## config.mk

```make
export PLATFORM = sky130hd
export DESIGN_NAME = mdu_sequencer
export DESIGN_NICKNAME = d
export VERILOG_FILES = /design/src/rtl/mdu_sequencer.sv
export SDC_FILE = /design/constraint.sdc
export NUM_CORES = 1
export LEC_CHECK = 0
export CAP_MARGIN = 10
export CORE_MARGIN = 2
export CORE_UTILIZATION = 25
export DETAILED_ROUTE_END_ITERATION = 16
export GPL_ROUTABILITY_DRIVEN = 0
export PLACE_DENSITY = 0.51
export SYNTH_ARGS = -nofsm -noshare
export SYNTH_HDL_FRONTEND = slang
export SYNTH_SLANG_ARGS = --single-unit
```

## constraint.sdc

```tcl
create_clock -name clock -period 3.5 [get_ports clock]
set_input_delay 0.7 -clock clock [delete_from_list [all_inputs] [get_ports clock]]
set_output_delay 0.7 -clock clock [all_outputs]
set_load 0.05 [all_outputs]
```

## src/rtl/mdu_sequencer.sv

```systemverilog
`default_nettype none
// ============================================================================
// Module      : mdu_sequencer
// Description : Iterative unsigned MULTU/DIVU unit with HI/LO commit and
//               pipeline stall generation for the MIPS execute stage.
// Revision    : 1.0 - initial release
// ============================================================================
module mdu_sequencer #(
    parameter int WIDTH = 32,
    parameter int CNTW  = 6
) (
    input  logic             clock,
    input  logic             reset,
    input  logic             start,
    input  logic             op,
    input  logic [WIDTH-1:0] opA,
    input  logic [WIDTH-1:0] opB,
    input  logic             readReq,
    input  logic             readHi,
    output logic             stallOut,
    output logic             busy,
    output logic             done,
    output logic [WIDTH-1:0] hi,
    output logic [WIDTH-1:0] lo,
    output logic [WIDTH-1:0] readData
);

    localparam logic [CNTW-1:0] LAST_ITER = CNTW'(WIDTH - 1);
    localparam logic            OP_MULTU  = 1'b0;
    localparam logic            OP_DIVU   = 1'b1;

    typedef enum logic [1:0] {
        S_IDLE = 2'd0,
        S_RUN  = 2'd1,
        S_DONE = 2'd2
    } state_t;

    state_t             state_q, state_d;
    logic [CNTW-1:0]    cnt_q,   cnt_d;
    logic [2*WIDTH-1:0] acc_q,   acc_d;
    logic [WIDTH-1:0]   dsr_q,   dsr_d;
    logic [WIDTH-1:0]   hi_q,    hi_d;
    logic [WIDTH-1:0]   lo_q,    lo_d;
    logic               op_q,    op_d;

    logic               accept;
    logic [WIDTH:0]     mul_sum;
    logic [2*WIDTH-1:0] mul_next;
    logic [WIDTH:0]     div_rem;
    logic [WIDTH-1:0]   div_diff;
    logic               div_ge;
    logic [2*WIDTH-1:0] div_next;
    logic [2*WIDTH-1:0] acc_iter;

    assign accept = start && (state_q != S_RUN);

    // Shift-add step: carry out of the upper-half add becomes the new MSB.
    always_comb begin
        mul_sum  = {1'b0, acc_q[2*WIDTH-1:WIDTH]} + {1'b0, (acc_q[0] ? dsr_q : {WIDTH{1'b0}})};
        mul_next = {mul_sum, acc_q[WIDTH-1:1]};
    end

    // Restoring-divide step: the bit shifted out of the remainder is kept so
    // that divisors with the MSB set still compare correctly.
    always_comb begin
        div_rem  = acc_q[2*WIDTH-1:WIDTH-1];
        div_ge   = (div_rem >= {1'b0, dsr_q});
        div_diff = div_rem[WIDTH-1:0] - dsr_q;
        if (div_ge) begin
            div_next = {div_diff, acc_q[WIDTH-2:0], 1'b1};
        end else begin
            div_next = {div_rem[WIDTH-1:0], acc_q[WIDTH-2:0], 1'b0};
        end
    end

    assign acc_iter = (op_q == OP_MULTU) ? mul_next : div_next;

    always_comb begin
        state_d = state_q;
        cnt_d   = cnt_q;
        acc_d   = acc_q;
        dsr_d   = dsr_q;
        hi_d    = hi_q;
        lo_d    = lo_q;
        op_d    = op_q;

        case (state_q)
            S_IDLE: begin
                state_d = S_IDLE;
            end
            S_RUN: begin
                acc_d = acc_iter;
                cnt_d = cnt_q + CNTW'(1);
                if (cnt_q == LAST_ITER) begin
                    hi_d    = acc_iter[2*WIDTH-1:WIDTH];
                    lo_d    = acc_iter[WIDTH-1:0];
                    state_d = S_DONE;
                end
            end
            S_DONE: begin
                state_d = S_IDLE;
            end
            default: begin
                state_d = S_IDLE;
            end
        endcase

        // Accept never coincides with S_RUN, so it cannot clash with the iteration above.
        if (accept) begin
            dsr_d = opB;
            op_d  = op;
            acc_d = {{WIDTH{1'b0}}, opA};
            cnt_d = '0;
            if ((op == OP_DIVU) && (opB == '0)) begin
                hi_d    = opA;
                lo_d    = {WIDTH{1'b1}};
                state_d = S_DONE;
            end else begin
                state_d = S_RUN;
            end
        end
    end

    always_ff @(posedge clock) begin
        if (reset) begin
            state_q <= S_IDLE;
            cnt_q   <= '0;
            acc_q   <= '0;
            dsr_q   <= '0;
            hi_q    <= '0;
            lo_q    <= '0;
            op_q    <= OP_MULTU;
        end else begin
            state_q <= state_d;
            cnt_q   <= cnt_d;
            acc_q   <= acc_d;
            dsr_q   <= dsr_d;
            hi_q    <= hi_d;
            lo_q    <= lo_d;
            op_q    <= op_d;
        end
    end

    assign busy     = (state_q == S_RUN);
    assign done     = (state_q == S_DONE);
    assign stallOut = busy && (start || readReq);
    assign hi       = hi_q;
    assign lo       = lo_q;
    assign readData = readHi ? hi_q : lo_q;

endmodule
`default_nettype wire

```

==> results of run 1 <==
==> power breakdown <==
group,internal [mW],switching [mW],leakage (nW),total [mW]
registers,2.00,0.0838,1.38,2.08
logic,0.730,0.895,4.90,1.62
clock network,1.02,0.967,0.286,1.99
total,3.75,1.95,6.56,5.70
==> per-layer routing <==
layer	vias up	global-route usage	routed length, um
li1	5986	-	-
met1	5918	0.234	19900
met2	258	0.302	21400
met3	71	0.0241	1720
met4	0	0.0711	1570
met5	-	0	0
==> final cells by class <==
cell class	count	area share
inverter	51	0.0117
clock buffer	17	0.0259
clock inverter	15	0.0109
sequential	169	0.207
tap	607	0.0463
timing repair buffer	334	0.202
multi-input combinational	1199	0.496
==> layout by cell type (no fill, tap or decap), types with 35 or more instances in the layout <==
master | Yosys | layout
sky130_fd_sc_hd__inv_1 | 51 | 50
sky130_fd_sc_hd__dfxtp_1 | 169 | 162
sky130_fd_sc_hd__ha_1 | 65 | 53
sky130_fd_sc_hd__clkdlybuf4s50_1 | 0 | 132
sky130_fd_sc_hd__mux2_2 | 36 | 36
sky130_fd_sc_hd__nor2_1 | 91 | 91
sky130_fd_sc_hd__buf_12 | 0 | 38
sky130_fd_sc_hd__a21oi_1 | 175 | 168
sky130_fd_sc_hd__buf_4 | 1 | 163
sky130_fd_sc_hd__nand2_1 | 207 | 205
sky130_fd_sc_hd__a211oi_1 | 84 | 80
sky130_fd_sc_hd__mux2i_1 | 56 | 56
sky130_fd_sc_hd__nor2b_1 | 35 | 35
sky130_fd_sc_hd__o21ai_0 | 86 | 80
sky130_fd_sc_hd__a21o_1 | 36 | 36
==> flip-flops by register name, summed over array words and instances (netlist names) <==
signal,flops
acc_q,64
cnt_q,6
dsr_q,32
hi,32
lo,32
op_q,1
state_q,2
==> Yosys cell counts, types with 3 or more instances <==
cell type	number	area, um^2
sky130_fd_sc_hd__a31oi_1	15	93.8
sky130_fd_sc_hd__dfxtp_1	169	3380
sky130_fd_sc_hd__o21ai_1	8	40.0
sky130_fd_sc_hd__o31ai_1	8	60.1
sky130_fd_sc_hd__nand4_1	15	93.8
sky130_fd_sc_hd__xor2_1	26	228
sky130_fd_sc_hd__and3_1	7	43.8
sky130_fd_sc_hd__o211ai_1	13	97.6
sky130_fd_sc_hd__o211a_1	3	30.0
sky130_fd_sc_hd__and4_1	4	35.0
sky130_fd_sc_hd__clkbuf_1	94	353
sky130_fd_sc_hd__mux2_2	36	405
sky130_fd_sc_hd__buf_2	3	15.0
sky130_fd_sc_hd__ha_1	65	813
sky130_fd_sc_hd__nand2b_1	7	43.8
sky130_fd_sc_hd__nand3_1	35	175
sky130_fd_sc_hd__o221ai_1	7	61.3
sky130_fd_sc_hd__buf_1	11	41.3
sky130_fd_sc_hd__a2111oi_0	4	35.0
sky130_fd_sc_hd__a211o_1	3	26.3
sky130_fd_sc_hd__nand2_1	207	777
sky130_fd_sc_hd__or2_2	8	50.1
sky130_fd_sc_hd__o21ai_0	86	430
sky130_fd_sc_hd__inv_1	51	191
sky130_fd_sc_hd__nor4_1	13	81.3
sky130_fd_sc_hd__a21o_1	36	270
sky130_fd_sc_hd__or3_1	8	50.1
sky130_fd_sc_hd__nor2_1	91	342
sky130_fd_sc_hd__nor2b_1	35	219
sky130_fd_sc_hd__nor3_1	23	115
sky130_fd_sc_hd__xnor2_1	28	245
sky130_fd_sc_hd__o21a_1	6	45.0
sky130_fd_sc_hd__and2_1	36	225
sky130_fd_sc_hd__a21oi_1	175	876
sky130_fd_sc_hd__mux2i_1	56	561
sky130_fd_sc_hd__o21bai_1	8	60.1
sky130_fd_sc_hd__o31a_1	3	26.3
sky130_fd_sc_hd__a21boi_0	4	30.0
sky130_fd_sc_hd__a211oi_1	84	631
==> worst reg2reg max path, delay by kind of cell (launching register included) <==
family                   cells  cell delay [ns]
AND/OR/NAND/NOR              6             1.28
buffers and inverters        4             0.58
AO/OA/AOI/OAI                5             0.80
flip-flops                   1             0.37
adder cells (fa/ha/maj)      1             0.26
==> timing repair <==
action | in CTS | in global routing
setup buffers | 0 | 5
setup endpoints to repair | 10 | 51
hold buffers | 0 | 0
pin swaps | 2 | 18
endpoints found under the hold margin | 0 | 0
gates resized for setup | 11 | 72
==> per-stage QoR <==
| step | power, mW | hold WS [ns] | util | setup slack (ns) | TNS, ns |
|---|---|---|---|---|---|
| floorplan | 3.05 | 0.445 | - | 0.195 | 0 |
| global placement | 3.65 | 0.463 | 0.331 | -0.217 | -0.423 |
| detailed placement | 3.66 | 0.469 | 0.331 | -0.255 | -0.654 |
| CTS | 5.67 | 0.479 | 0.345 | 0.00900 | 0 |
| global route | 5.97 | 0.506 | 0.354 | -0.121 | -0.190 |
| finish | 5.70 | 0.476 | 0.354 | 0.0723 | 0 |
==> how the worst min path moves through the flow <==
stage / depth (start not counted) / from / to
after global routing: 2 / dsr_q[24] / dsr_q[24]
after detailed placement: 2 / dsr_q[9] / dsr_q[9]
after global placement: 2 / dsr_q[9] / dsr_q[9]
final: 2 / dsr_q[25] / dsr_q[25]
after floorplan: 2 / dsr_q[10] / dsr_q[10]
after CTS: 2 / dsr_q[9] / dsr_q[9]
==> cells by family after synthesis <==
family          share of synthesized area
compound gates                      0.264
xor+xnor                           0.0404
fa+ha+maj                          0.0729
buf+inv                            0.0520
flops                               0.289
mux                                0.0838
simple gates                        0.198
==> qor.txt, run 1 <==
SETUP PATH
---------------------------------------------------------------------------------------
CP Buf/Inv Count                                                                      4
Worst setup path endpoint                                                        hi[29]
Required time of the worst setup path                                           3.81 ns
Cells along the critical path                                              buf_12, buf_12, and2_4, ha_4, nand2_1, or3_4, or3_4, a311oi_4, o21ai_2, o21ai_1, buf_4, a21oi_4, nand3_1, nor4bb_2, buf_4, o221ai_1
Highest fanout seen on the critical path                                              9
Source of the worst register-to-register timing path                           acc_q[0]
Max stage delay cell, worst path                                           sky130_fd_sc_hd__dfxtp_4
Number of gates on the worst path with buffers counted                               16
Class of the most critical setup path                                        reg -> reg
Worst setup SP type                                                            register
Critical R2R Capture                                                             hi[29]
Top cell family by delay on the critical path                              simple AND/OR/NAND/NOR gates
R2r setup slk                                                                   0.07 ns
Critical Path Sink Type                                                        register
Timing startpoint of the critical path                                         acc_q[0]
Delay of the slowest cell on the worst path                                     0.37 ns
Cells on worst reg2reg path                                                          16
Data arrival, critical path                                                     3.73 ns

LOGIC SYNTHESIS
---------------------------------------------------------------------------------------
Number of enable flip-flop cells after synthesis                                      0
Avg Synthesized Cell Area                                                     7.66 um^2
Total number of yosys warnings                                                        0
Netlist Area Pre-Place                                                      0.0117 mm^2
Share of the yosys chip area belonging to registers                               0.289
Unique masters post-synth                                                            67
Synth Instances                                                                    1528
Nets in the synthesized netlist                                                    1665
Top_reg_cell synth                                                         sky130_fd_sc_hd__dfxtp_1
FFs w/ async S/R, synth                                                               0
Number of flip-flops and latches in the synthesized netlist                         169

GRT
---------------------------------------------------------------------------------------
Total gr overflow                                                                     0
Number of antenna violations at the first check in global routing                     0
Largest net degree at the start of global routing                                    86
Wire length of the first global-routing pass                                    67.8 mm
Number of global-route vias before repair                                         11852
GRT Util Overall                                                                  0.180

STA
---------------------------------------------------------------------------------------
RSZ-0062 raised after global routing                                               true
Crit share post-route                                                             0.979
Worst-margin pin slew                                                          0.969 ns
Final hold viol count                                                                 0
Setup violators final                                                                 0
Highest clock frequency the design can meet                                     292 MHz
Clock period minus worst slack                                                  3.43 ns
Worst-case headroom to the max-slew limit                                         0.352
Clock Skew                                                                    0.0147 ns
Final slew viol count                                                                 0

FINISH
---------------------------------------------------------------------------------------
Multi-input gate area                                                      0.00814 mm^2
Layout overhead on the synthesized area                                           40.2%
Diodes inserted                                                                       0
Final layout net count                                                             1909
Fill cells                                                                         4817
Area of all placed cells without fillers                                    0.0164 mm^2
FF+latch area                                                              0.00340 mm^2
Fraction of final layout cells sized beyond drive strength 1                      0.198
Non-filler cells in the finished layout                                            2392

CLOCK NETWORK
---------------------------------------------------------------------------------------
CTS sink cnt                                                                        169
Max H-tree Level                                                                      4
Root buf cell                                                              sky130_fd_sc_hd__clkbuf_16
CTS max path bufs                                                                     2
Clock slew at the register clock pins of the worst setup and hold paths         0.07 ns
Insertion delay to the later sink of the worst-skew pair                        0.45 ns
CTS tree                                                                           done
Number of buffers created by CTS                                                     17

WORST HOLD PATH
---------------------------------------------------------------------------------------
Tightest Hold Check Type                                                     reg -> reg

PLACEMENT
---------------------------------------------------------------------------------------
Placed Cells incl. Taps                                                            2355
Buffers on Ports                                                                    168
Dpl hpwl                                                                        33.6 mm
Placement Cell Area                                                         0.0153 mm^2

FLOORPLAN
---------------------------------------------------------------------------------------
Die area                                                                    0.0486 mm^2
Initial cell density of the core                                                  0.252
Number of placed I/O pins                                                           169
Die width                                                                        220 um
Standard-cell rows                                                                   79
Core box area                                                               0.0464 mm^2
Floorplan die height                                                             220 um

OUTCOME
---------------------------------------------------------------------------------------
Run status                                                                 finished clean

DRT
---------------------------------------------------------------------------------------
TritonRoute pass-1 iters                                                              5
Drt via density                                                                    5.11
Vias                                                                              12233
Number of violations reported at the end of detailed-routing iteration 0            763
Final routed DRC violation total                                                      0
Final Routed Wirelength                                                         44.5 mm
Number of nets still failing antenna checks after routing                             0
Avg WL per Cell                                                                 18.6 um

PWR
---------------------------------------------------------------------------------------
Worst ir drop on vdd                                                         0.000346 V
Leak                                                                            6.56 nW
Total power divided by cell area                                            347 mW/mm^2

FLOW RUN
---------------------------------------------------------------------------------------
Max Cap Violations                                                                    0

(Power assumes the default switching activity.)
==> inputs of run 2 (changes only) <==
--- a/config.mk
+++ b/config.mk
@@ -14,3 +14,4 @@
 export SYNTH_ARGS = -nofsm -noshare
 export SYNTH_HDL_FRONTEND = slang
 export SYNTH_SLANG_ARGS = --single-unit
+export TNS_END_PERCENT = 30
==> results of run 2 <==
No change in the layout: final DEF, timing and power equal those of run 1.
